$ cat src/rtl/spram_arbiter_if.sv
// Requester-side and RAM-side signal bundle for the two-port single-port-RAM arbiter.
// The arbiter uses the slave modport. The requesters and the RAM use the master modport.
interface spram_arbiter_if;
  // Requester 0 (CPU)
  logic        m0_req_i;
  logic        m0_we_i;
  logic [3:0]  m0_wmask_i;
  logic [14:0] m0_addr_i;
  logic [31:0] m0_wdata_i;
  logic        m0_gnt_o;
  logic        m0_rvalid_o;
  logic [31:0] m0_rdata_o;
  // Requester 1 (DMA/video)
  logic        m1_req_i;
  logic        m1_we_i;
  logic [3:0]  m1_wmask_i;
  logic [14:0] m1_addr_i;
  logic [31:0] m1_wdata_i;
  logic        m1_gnt_o;
  logic        m1_rvalid_o;
  logic [31:0] m1_rdata_o;
  // RAM side
  logic        ram_sel_o;
  logic        ram_wr_en_o;
  logic [3:0]  ram_wr_mask_o;
  logic [14:0] ram_address_o;
  logic [31:0] ram_data_o;
  logic [31:0] ram_data_i;

  modport slave (
    input  m0_req_i, m0_we_i, m0_wmask_i, m0_addr_i, m0_wdata_i,
    output m0_gnt_o, m0_rvalid_o, m0_rdata_o,
    input  m1_req_i, m1_we_i, m1_wmask_i, m1_addr_i, m1_wdata_i,
    output m1_gnt_o, m1_rvalid_o, m1_rdata_o,
    output ram_sel_o, ram_wr_en_o, ram_wr_mask_o, ram_address_o, ram_data_o,
    input  ram_data_i
  );

  modport master (
    output m0_req_i, m0_we_i, m0_wmask_i, m0_addr_i, m0_wdata_i,
    input  m0_gnt_o, m0_rvalid_o, m0_rdata_o,
    output m1_req_i, m1_we_i, m1_wmask_i, m1_addr_i, m1_wdata_i,
    input  m1_gnt_o, m1_rvalid_o, m1_rdata_o,
    input  ram_sel_o, ram_wr_en_o, ram_wr_mask_o, ram_address_o, ram_data_o,
    output ram_data_i
  );
endinterface

$ cat src/rtl/spram_arbiter.sv
// Two-requester arbiter in front of a 32-bit x 32K-word single-port RAM.
// It grants at most one access per cycle. A granted read returns its data to the
// owning port one cycle later, taken from the RAM's registered read data.
module spram_arbiter #(
  parameter int unsigned RR_EN    = 1,
  parameter int unsigned MAX_WAIT = 8
) (
  input  logic           clk,
  input  logic           reset_n_i,
  spram_arbiter_if.slave bus
);

  localparam logic [7:0] WAIT_LIM = 8'(MAX_WAIT);

  logic       last_gnt_q, last_gnt_d;   // 1 = m1 won the last granted access
  logic       rd_pend_q,  rd_pend_d;
  logic       rd_owner_q, rd_owner_d;   // 1 = pending read belongs to m1
  logic [7:0] wait_cnt_q, wait_cnt_d;

  logic        tie_m1;
  logic        win_m1;
  logic        gnt0, gnt1, any_gnt;
  logic        win_we;
  logic [3:0]  win_mask;
  logic [14:0] win_addr;
  logic [31:0] win_wdata;

  // Choose the winner among the active requests and steer its command to the RAM.
  always_comb begin
    if (RR_EN != 0) tie_m1 = ~last_gnt_q;
    else            tie_m1 = (wait_cnt_q == WAIT_LIM);
    win_m1  = bus.m1_req_i & (~bus.m0_req_i | tie_m1);
    gnt0    = reset_n_i & bus.m0_req_i & ~win_m1;
    gnt1    = reset_n_i & win_m1;
    any_gnt = gnt0 | gnt1;

    win_we    = win_m1 ? bus.m1_we_i    : bus.m0_we_i;
    win_mask  = win_m1 ? bus.m1_wmask_i : bus.m0_wmask_i;
    win_addr  = win_m1 ? bus.m1_addr_i  : bus.m0_addr_i;
    win_wdata = win_m1 ? bus.m1_wdata_i : bus.m0_wdata_i;

    bus.m0_gnt_o      = gnt0;
    bus.m1_gnt_o      = gnt1;
    bus.ram_sel_o     = any_gnt;
    bus.ram_wr_en_o   = any_gnt & win_we;
    bus.ram_wr_mask_o = any_gnt ? win_mask  : '0;
    bus.ram_address_o = any_gnt ? win_addr  : '0;
    bus.ram_data_o    = any_gnt ? win_wdata : '0;
  end

  // Compute the next arbitration state and the next read-tag state.
  always_comb begin
    last_gnt_d = any_gnt ? win_m1 : last_gnt_q;
    rd_pend_d  = any_gnt & ~win_we;
    rd_owner_d = any_gnt ? win_m1 : rd_owner_q;
    wait_cnt_d = '0;
    if (RR_EN == 0 && bus.m1_req_i && !gnt1) begin
      wait_cnt_d = (wait_cnt_q == WAIT_LIM) ? WAIT_LIM : wait_cnt_q + 8'd1;
    end
  end

  // Register the state. Reset leaves m0 as the winner of the first tie.
  always_ff @(posedge clk or negedge reset_n_i) begin
    if (!reset_n_i) begin
      last_gnt_q <= 1'b1;
      rd_pend_q  <= 1'b0;
      rd_owner_q <= 1'b0;
      wait_cnt_q <= '0;
    end else begin
      last_gnt_q <= last_gnt_d;
      rd_pend_q  <= rd_pend_d;
      rd_owner_q <= rd_owner_d;
      wait_cnt_q <= wait_cnt_d;
    end
  end

  // Return read data: both ports see the RAM data, and only the owner gets rvalid.
  always_comb begin
    bus.m0_rvalid_o = rd_pend_q & ~rd_owner_q;
    bus.m1_rvalid_o = rd_pend_q &  rd_owner_q;
    bus.m0_rdata_o  = reset_n_i ? bus.ram_data_i : '0;
    bus.m1_rdata_o  = reset_n_i ? bus.ram_data_i : '0;
  end

endmodule

$ cat src/flat_wrapper.sv
// flat-port wrapper written by rule: the top's interface ports become plain ports
module spram_arbiter_flat 
#(
  parameter int unsigned RR_EN    = 1,
  parameter int unsigned MAX_WAIT = 8
)
  (clk, reset_n_i, bus_m0_req_i, bus_m0_we_i, bus_m0_wmask_i, bus_m0_addr_i, bus_m0_wdata_i, bus_m0_gnt_o, bus_m0_rvalid_o, bus_m0_rdata_o, bus_m1_req_i, bus_m1_we_i, bus_m1_wmask_i, bus_m1_addr_i, bus_m1_wdata_i, bus_m1_gnt_o, bus_m1_rvalid_o, bus_m1_rdata_o, bus_ram_sel_o, bus_ram_wr_en_o, bus_ram_wr_mask_o, bus_ram_address_o, bus_ram_data_o, bus_ram_data_i);
  spram_arbiter_if bus_i ();
  input  logic clk;
  input  logic reset_n_i;
  input wire logic [$bits(bus_i.m0_req_i)-1:0] bus_m0_req_i;
  input wire logic [$bits(bus_i.m0_we_i)-1:0] bus_m0_we_i;
  input wire logic [$bits(bus_i.m0_wmask_i)-1:0] bus_m0_wmask_i;
  input wire logic [$bits(bus_i.m0_addr_i)-1:0] bus_m0_addr_i;
  input wire logic [$bits(bus_i.m0_wdata_i)-1:0] bus_m0_wdata_i;
  output wire logic [$bits(bus_i.m0_gnt_o)-1:0] bus_m0_gnt_o;
  output wire logic [$bits(bus_i.m0_rvalid_o)-1:0] bus_m0_rvalid_o;
  output wire logic [$bits(bus_i.m0_rdata_o)-1:0] bus_m0_rdata_o;
  input wire logic [$bits(bus_i.m1_req_i)-1:0] bus_m1_req_i;
  input wire logic [$bits(bus_i.m1_we_i)-1:0] bus_m1_we_i;
  input wire logic [$bits(bus_i.m1_wmask_i)-1:0] bus_m1_wmask_i;
  input wire logic [$bits(bus_i.m1_addr_i)-1:0] bus_m1_addr_i;
  input wire logic [$bits(bus_i.m1_wdata_i)-1:0] bus_m1_wdata_i;
  output wire logic [$bits(bus_i.m1_gnt_o)-1:0] bus_m1_gnt_o;
  output wire logic [$bits(bus_i.m1_rvalid_o)-1:0] bus_m1_rvalid_o;
  output wire logic [$bits(bus_i.m1_rdata_o)-1:0] bus_m1_rdata_o;
  output wire logic [$bits(bus_i.ram_sel_o)-1:0] bus_ram_sel_o;
  output wire logic [$bits(bus_i.ram_wr_en_o)-1:0] bus_ram_wr_en_o;
  output wire logic [$bits(bus_i.ram_wr_mask_o)-1:0] bus_ram_wr_mask_o;
  output wire logic [$bits(bus_i.ram_address_o)-1:0] bus_ram_address_o;
  output wire logic [$bits(bus_i.ram_data_o)-1:0] bus_ram_data_o;
  input wire logic [$bits(bus_i.ram_data_i)-1:0] bus_ram_data_i;
  assign bus_i.m0_req_i = bus_m0_req_i;
  assign bus_i.m0_we_i = bus_m0_we_i;
  assign bus_i.m0_wmask_i = bus_m0_wmask_i;
  assign bus_i.m0_addr_i = bus_m0_addr_i;
  assign bus_i.m0_wdata_i = bus_m0_wdata_i;
  assign bus_m0_gnt_o = bus_i.m0_gnt_o;
  assign bus_m0_rvalid_o = bus_i.m0_rvalid_o;
  assign bus_m0_rdata_o = bus_i.m0_rdata_o;
  assign bus_i.m1_req_i = bus_m1_req_i;
  assign bus_i.m1_we_i = bus_m1_we_i;
  assign bus_i.m1_wmask_i = bus_m1_wmask_i;
  assign bus_i.m1_addr_i = bus_m1_addr_i;
  assign bus_i.m1_wdata_i = bus_m1_wdata_i;
  assign bus_m1_gnt_o = bus_i.m1_gnt_o;
  assign bus_m1_rvalid_o = bus_i.m1_rvalid_o;
  assign bus_m1_rdata_o = bus_i.m1_rdata_o;
  assign bus_ram_sel_o = bus_i.ram_sel_o;
  assign bus_ram_wr_en_o = bus_i.ram_wr_en_o;
  assign bus_ram_wr_mask_o = bus_i.ram_wr_mask_o;
  assign bus_ram_address_o = bus_i.ram_address_o;
  assign bus_ram_data_o = bus_i.ram_data_o;
  assign bus_i.ram_data_i = bus_ram_data_i;
  spram_arbiter #(.RR_EN(RR_EN), .MAX_WAIT(MAX_WAIT)) u_core (.clk(clk), .reset_n_i(reset_n_i), .bus(bus_i));
endmodule
$ cat config.mk
export PLATFORM = sky130hd
export DESIGN_NAME = spram_arbiter_flat
export DESIGN_NICKNAME = d
export VERILOG_FILES = /design/src/rtl/spram_arbiter_if.sv /design/src/rtl/spram_arbiter.sv /design/src/flat_wrapper.sv
export SDC_FILE = /design/constraint.sdc
export NUM_CORES = 1
export LEC_CHECK = 0
export CAP_MARGIN = 20
export CORE_AREA = 2 2 102 104
export DETAILED_ROUTE_END_ITERATION = 8
export DIE_AREA = 0 0 104 106
export PLACE_DENSITY = 0.68
export SLEW_MARGIN = 20
export SYNTH_ARGS = -nofsm -noshare
export SYNTH_HDL_FRONTEND = slang
export SYNTH_SLANG_ARGS = --single-unit
$ cat constraint.sdc
create_clock -name clk -period 3.2 [get_ports clk]
set_input_delay 0.8 -clock clk [delete_from_list [all_inputs] [get_ports clk]]
set_output_delay 0.8 -clock clk [all_outputs]
set_load 0.005 [all_outputs]
Word-level counts from Yosys, hierarchy flattened --
Index checks and enable logic that the tools add are counted. Widths: inputs -> output; s select.
Word-level totals: register bits 3, latch bits 0, bits in writable memories 0, ROM bits 0, input bits 140, output and inout port bits 121, word-level logic and storage cells 26, memories 0
Operators by class: add/sub/neg operators 0, $mul 0, div/mod/pow operators 0, order comparisons 0, equality and inequality tests 0, shift operators 0, mux-type cells 8, bitwise operators 15, reduce and logical (&&, ||, !) cells 0
Operator list (number):
- $mux 32 | 3
- $mux 15 | 2
- $and 1x1->1 | 8
- $mux 4 | 2
- $not 1->1 | 5
- $or 1x1->1 | 2
- $mux 1 | 1

Logic depth before layout (Yosys ltp) --
Gate-level depths: netlist of the first run.
depth after elaboration 7, gate-level depth with buffers 5, gate-level depth less buffers 2

Worst setup path before layout of the first run --
Ideal clock, no wire load.
path type input to output, start point input reset_n_i, end point output bus_m1_rdata_o[28], data arrival time 1.547 ns, required time 2.400 ns, slack 0.853 ns, stages 5, buffers on the path 4, path through buf_4 -> buf_4 -> buf_2 -> and2_1 -> buf_4
Between the ends: longest elaborated chain between the ends 1
Ends and longest elaborated chain:
- start: declaration | line flat_wrapper.sv:10 | input logic reset_n_i;
- $mux 32
- end: declaration | line flat_wrapper.sv:26 | output wire logic [$bits(bus_i.m1_rdata_o)-1:0] bus_m1_rdata_o;
No other way between the ends.

Final worst setup path of the first run --
start point input bus_m1_req_i, end point output bus_m1_gnt_o
Between the ends: longest elaborated chain between the ends 2
Ends and longest elaborated chain:
- start: declaration | line flat_wrapper.sv:19 | input wire logic [$bits(bus_i.m1_req_i)-1:0] bus_m1_req_i;
- $and 1x1->1 | line spram_arbiter.sv:32 | win_m1 = bus.m1_req_i & (~bus.m0_req_i | tie_m1);
- $and 1x1->1 | line spram_arbiter.sv:34 | gnt1 = reset_n_i & win_m1;
- end: declaration | line flat_wrapper.sv:24 | output wire logic [$bits(bus_i.m1_gnt_o)-1:0] bus_m1_gnt_o;
No other way between the ends.

==> flow_metrics.py, run 1 <==
metrics = {
    "power_and_ir_drop": {
        "p_sw_uw": 282,
        "swShare_pct": 34.9,
        "p_per_area_nw_per_um2": 178,
        "peakVddDrop_mv": 0.146,
        "p_clk_share_pct": 13.6,
        "pwr-share-seq_pct": 6.4,
        "p_int_uw": 527,
        "power_uw": 809,
        "power_leakage_nw": 1.85,
        "p_comb_share_pct": 80.0,
    },
    "clocking": {
        "cts_root_buf": "clkbuf_8",
        "post_cts_buffers": 0,
        "clk_pin_slew_ps": 30,
        "worstSkewPairLatency_ps": 220,
        "ctsLongestPathBuffers": 2,
        "cts_made_buffers": 3,
        "htree_levels": 1,
        "cts.sinks": 3,
        "cts_tree": "yes",
    },
    "yosys": {
        "yosys_warnings": 0,
        "yosys.area.top_type": "o32ai_2",
        "synth.distinct_cells": 19,
        "syn_area_per_cell_um2": 7.65,
        "synth_area_leaders": "o32ai_2 (38%), nand2_1 (19%), buf_4 (13%)",
        "synth_most_common_cell": "nand2_1",
        "syn-cell-area_um2": 2080,
        "ys_seq_area_share_pct": 3.67,
        "synth_top_area_share_pct": 38.3,
        "ys_ff_latch": 3,
        "ys.flop_type": "dfrtp_1",
        "yosys-top-cells-count": "nand2_1 (105), o32ai_2 (49), buf_4 (35), and2_1 (33), buf_6 (13)",
        "synth_edf_count": 0,
        "synth_nets": 412,
        "synth_cells": 272,
        "async_reset_ff_share_pct": 100,
    },
    "critical_path": {
        "path_common_cell": "clkdlybuf4s50_1",
        "cp_slowest_cell": "clkdlybuf4s50_1",
        "cp_data_arrival_time_ps": 2350,
        "cp_max_fo": 3,
        "required_ps": 2400,
        "worstSetupStartpointType": "input pin",
        "worstSetupPathType": "in2out",
        "critPathMaxStageDelay_ps": 530,
        "path_cells": "clkdlybuf4s50_1 > a21bo_4 > buf_4 > nor2_1 > clkdlybuf4s50_1",
        "critPathCaptureType": "output port",
    },
    "floorplanning": {
        "die-area_um2": 11000,
        "num_io_pins": 261,
        "initial_core_util_pct": 20.8,
        "rows": 37,
        "die_y_um": 106,
        "core_area_um2": 10000,
        "dieWidth_um": 104,
    },
    "placement": {
        "io_buffers": 260,
        "dpl.hpwl_mm": 7.34,
        "place_area_um2": 4550,
        "place_congestion": 0.798,
    },
    "routing": {
        "ant_nets": 0,
        "wirelength_mm": 9.30,
        "drt_iter0_markers": 143,
        "via_count": 2722,
        "drtPass1Iterations": 4,
        "wl_per_cell_um": 15.0,
        "drc": 0,
        "routed_via_density": 4.40,
    },
    "hold_path": {
        "worstHoldPathType": "reg2reg",
    },
    "global_route": {
        "overflow": 0,
        "grt_first_pass_wirelength_mm": 14.3,
        "antenna_found_initial": 0,
        "track_usage_pct": 15.7,
        "grt_start_max_net_pins": 59,
        "grt_pass1_vias": 2794,
    },
    "final_layout": {
        "stdcell_area_um2": 4540,
        "syn2layout_area_growth_pct": 118,
        "diodes": 0,
        "final_nets": 623,
        "fillers": 1005,
        "drive_gt1_share_pct": 14.1,
    },
    "run": {
        "drv_cap": 0,
    },
    "timing": {
        "relSlewSlack_pct": 81.4,
        "fin_worst_skew_ps": 2.82,
        "slew_viol_final": 0,
        "rsz0062_at_grt": "false",
        "hold_violations": 0,
        "fin_crit_sh_pct": 98.3,
        "period_minus_slack_ps": 3150,
        "finalSetupViolCount": 0,
        "worst_slew_pin_slew_ps": 279,
        "max_clock_freq_mhz": 318,
    },
    "run_status": {
        "status": "finished clean",
    },
}
[what timing repair did]
item / in CTS / in global routing
endpoints found under the setup margin: 52 / 2
gates resized for setup: 51 / 2
hold buffers: 0 / 0
[metrics by stage]
| step | hold slack, ps | cells | utilization [%] | setup WS [ps] | TNS [ps] |
|---|---|---|---|---|---|
| floorplan | 471 | 272 | - | 853 | 0 |
| global placement | 502 | 614 | 45.5 | -84.7 | -2140 |
| detailed placement | 501 | 614 | 45.5 | -84.3 | -2020 |
| CTS | 519 | 618 | 45.3 | 0.263 | 0 |
| global route | 558 | 618 | 45.4 | 0.287 | 0 |
| finish | 513 | 618 | 45.4 | 54.6 | 0 |
[per-layer routing]
layer | share of wire [%] | global-route usage, %
met3 | 7.6 | 2.82
met1 | 39 | 19.1
met4 | 1.6 | 3.57
met2 | 52 | 28.7
met5 | 0 | 0
[worst max-delay path, delay by kind of cell]
| family | cells | cell delay [ps] |
|---|---|---|
| buf+inv | 3 | 1200 |
| compound gates | 1 | 270 |
| simple gates | 1 | 80 |
[flip-flops by register name, summed over array words and instances (netlist names)]
| name | cells |
|---|---|
| u_core.last_gnt_q | 1 |
| u_core.rd_owner_q | 1 |
| u_core.rd_pend_q | 1 |
[power by group through the flow]
stage	clock network, mW	logic (mW)	registers [mW]
2_1_floorplan	0	0.317	0.0486
3_3_place_gp	0	0.684	0.0516
3_5_place_dp	0	0.687	0.0517
4_1_cts	0.113	0.657	0.0515
5_1_grt	0.118	0.695	0.0524
6_report	0.110	0.647	0.0515
[cell usage in the layout (no fill, tap or decap)]
cell type / count
a22o_1: 1
clkbuf_1: 1
clkbuf_8: 3
dlygate4sd2_1: 51
nor2b_1: 1
dlymetal6s2s_1: 2
buf_4: 4
nand2_1: 105
nor2b_4: 1
o32ai_2: 49
o32ai_1: 4
nand2b_1: 2
dfstp_2: 1
dfrtp_1: 2
inv_1: 1
inv_2: 1
a21bo_4: 1
buf_12: 8
nor2_1: 4
clkdlybuf4s50_1: 206
o2bb2ai_1: 1
and2_1: 33
[final timing paths]
path                                   start  depth (start not counted)  slack (ps)           endpoint
setup / recovery                bus_m1_req_i                          5          50       bus_m1_gnt_o
hold / removal             u_core.rd_owner_q                          1         510  u_core.rd_owner_q
setup reg to reg           u_core.last_gnt_q                          3        1960   u_core.rd_pend_q
hold reg to reg            u_core.rd_owner_q                          1         510  u_core.rd_owner_q
max in group asynchronous          reset_n_i                          2        2380  u_core.last_gnt_q
min in group asynchronous          reset_n_i                          2         570   u_core.rd_pend_q
[cells by family after synthesis]
logic type             share of synthesized area [%]
AO/OA/AOI/OAI                                   41.3
buffers and inverters                           24.2
flip-flops                                      3.67
AND/OR/NAND/NOR                                 30.8
[final cells by class]
cell class | instances | area [µm²] | share of cell area [%]
Tap cell | 136 | 170 | 3.75
Inverter | 2 | 7.51 | 0.165
Clock buffer | 4 | 45.0 | 0.993
Multi-Input combinational cell | 202 | 1510 | 33.4
Timing Repair Buffer | 271 | 2720 | 60.0
Sequential cell | 3 | 76.3 | 1.68
No activity file was read; power rests on OpenSTA's default activity.
==> inputs of run 2 (changes only) <==
SKIP_CTS_REPAIR_TIMING = 1   (was unset)
==> run 2 against run 1 <==
Compared with the run above:
- routed wire length is 2.7% higher
- register-to-register slack hardly changed
- clock power hardly changed
- clock skew hardly changed
- cell count stayed put
- fmax hardly changed
- highest routed layer unchanged
==> flow_metrics.py, run 2 (same netlist as run 1, synthesis figures left out) <==
metrics = {
    "global_route": {
        "track_usage_pct": 15.7,
        "antenna_found_initial": 0,
        "overflow": 0,
        "grt_start_max_net_pins": 59,
        "grt_first_pass_wirelength_mm": 14.4,
        "grt_pass1_vias": 2808,
    },
    "floorplanning": {
        "core_area_um2": 10000,
        "die_y_um": 106,
        "initial_core_util_pct": 20.8,
        "die-area_um2": 11000,
        "num_io_pins": 261,
        "dieWidth_um": 104,
        "rows": 37,
    },
    "timing": {
        "hold_violations": 0,
        "finalSetupViolCount": 0,
        "final.setup.tns_ps": 0,
        "holdWs_ps": 513,
        "period_minus_slack_ps": 3150,
        "worst_slew_pin_slew_ps": 279,
        "fin_worst_skew_ps": 2.80,
        "rsz0062_at_grt": "false",
        "fin_crit_sh_pct": 98.3,
        "max_clock_freq_mhz": 318,
        "relSlewSlack_pct": 81.3,
        "slew_viol_final": 0,
    },
    "final_layout": {
        "drive_gt1_share_pct": 14.3,
        "register_area_um2": 76.3,
        "diodes": 0,
        "top_regs": "u_core.last_gnt_q (1), u_core.rd_owner_q (1), u_core.rd_pend_q (1)",
        "final_common_cell": "clkdlybuf4s50_1",
        "final_cell_mix": "clkdlybuf4s50_1 (206), nand2_1 (105), dlymetal6s2s_1 (53)",
        "fillers": 949,
        "multiInputGateArea_um2": 1520,
        "syn2layout_area_growth_pct": 128,
        "final_nets": 623,
    },
    "clocking": {
        "htree_levels": 1,
        "clk_pin_slew_ps": 30,
        "cts_made_buffers": 3,
        "ctsLongestPathBuffers": 2,
        "cts_tree": "yes",
        "worstSkewPairLatency_ps": 220,
        "cts_root_buf": "clkbuf_8",
        "cts.sinks": 3,
    },
    "routing": {
        "ant_nets": 0,
        "drtPass1Iterations": 4,
        "via_count": 2753,
        "wirelength_mm": 9.55,
        "drt_iter0_markers": 119,
        "wl_per_cell_um": 15.5,
        "drc": 0,
        "routed_via_density": 4.45,
    },
    "placement": {
        "dpl.hpwl_mm": 7.34,
        "io_buffers": 260,
        "place_congestion": 0.798,
    },
    "power_and_ir_drop": {
        "power_leakage_nw": 2.45,
        "peakVddDrop_mv": 0.147,
        "p_per_area_nw_per_um2": 176,
    },
    "run_status": {
        "status": "finished clean",
    },
    "hold_path": {
        "min_to": "u_core.rd_owner_q",
        "whs_path_depth": 1,
        "worstHoldStart": "u_core.rd_owner_q",
        "worstHoldPathType": "reg2reg",
    },
    "critical_path": {
        "worstReg2RegStart": "u_core.last_gnt_q",
        "worstSetupStartpointType": "input pin",
        "critPathCaptureType": "output port",
        "worstSetupPathType": "in2out",
        "r2r_end": "u_core.rd_pend_q",
        "required_ps": 2400,
        "cp-startpoint": "bus_m1_req_i",
        "cp_max_fo": 3,
        "reg2reg_depth": 3,
        "r2r_slack_ps": 1960,
        "cp_data_arrival_time_ps": 2350,
    },
    "run": {
        "drv_cap": 0,
    },
}
-- run 2: cell types whose count changed in the layout (fill, tap and decap cells not counted), sizes merged --
cell,previous run,this run
dlygate4sd2,51,0
dlymetal6s2s,2,53
-- run 2: where the power goes --
part | switching (mW) | internal (mW) | total, mW
Clock | 0.0254 | 0.0850 | 0.110
Sequential | 0.00601 | 0.0457 | 0.0517
Combinational | 0.254 | 0.417 | 0.671
-- run 2: final cells by class --
type / count / area share, %
Sequential cell: 3 / 1.61
Timing Repair Buffer: 271 / 61.6
Tap cell: 136 / 3.59
Multi-Input combinational cell: 202 / 32.1
Inverter: 2 / 0.159
Clock buffer: 4 / 0.951
-- run 2: stage by stage --
stage               instances  setup WS (ps)  instance area, µm²  util, %  power [mW]
global placement          614          -84.7                4550     45.5       0.735
detailed placement        614          -84.3                4550     45.5       0.739
global route              618          0.288                4740     47.4       0.889
CTS                       618          -94.1                4600     46.0       0.858
finish                    618           54.5                4740     47.4       0.833
floorplan                 272            853                2080        -       0.365
-- run 2: how the worst max path moves through the flow --
stage	end	cells after the start
2_1_floorplan	bus_m1_rdata_o[28]	5
3_3_place_gp	bus_ram_data_o[19]	5
3_5_place_dp	bus_ram_data_o[19]	5
4_1_cts	bus_ram_address_o[0]	5
5_1_grt	bus_m1_gnt_o	5
6_report	bus_m1_gnt_o	5
-- run 2: worst max-delay path, cell delays in order --
cell             delay [ps]
clkdlybuf4s50_1         520
a21bo_4                 270
buf_4                   150
nor2_1                   80
clkdlybuf4s50_1         530
-- run 2: metal layers --
| layer | global-route usage (%) | routed length (µm) |
|---|---|---|
| met5 | 0 | 0 |
| met4 | 3.57 | 149 |
| met3 | 2.82 | 742 |
| met2 | 28.9 | 4960 |
| met1 | 19.1 | 3700 |
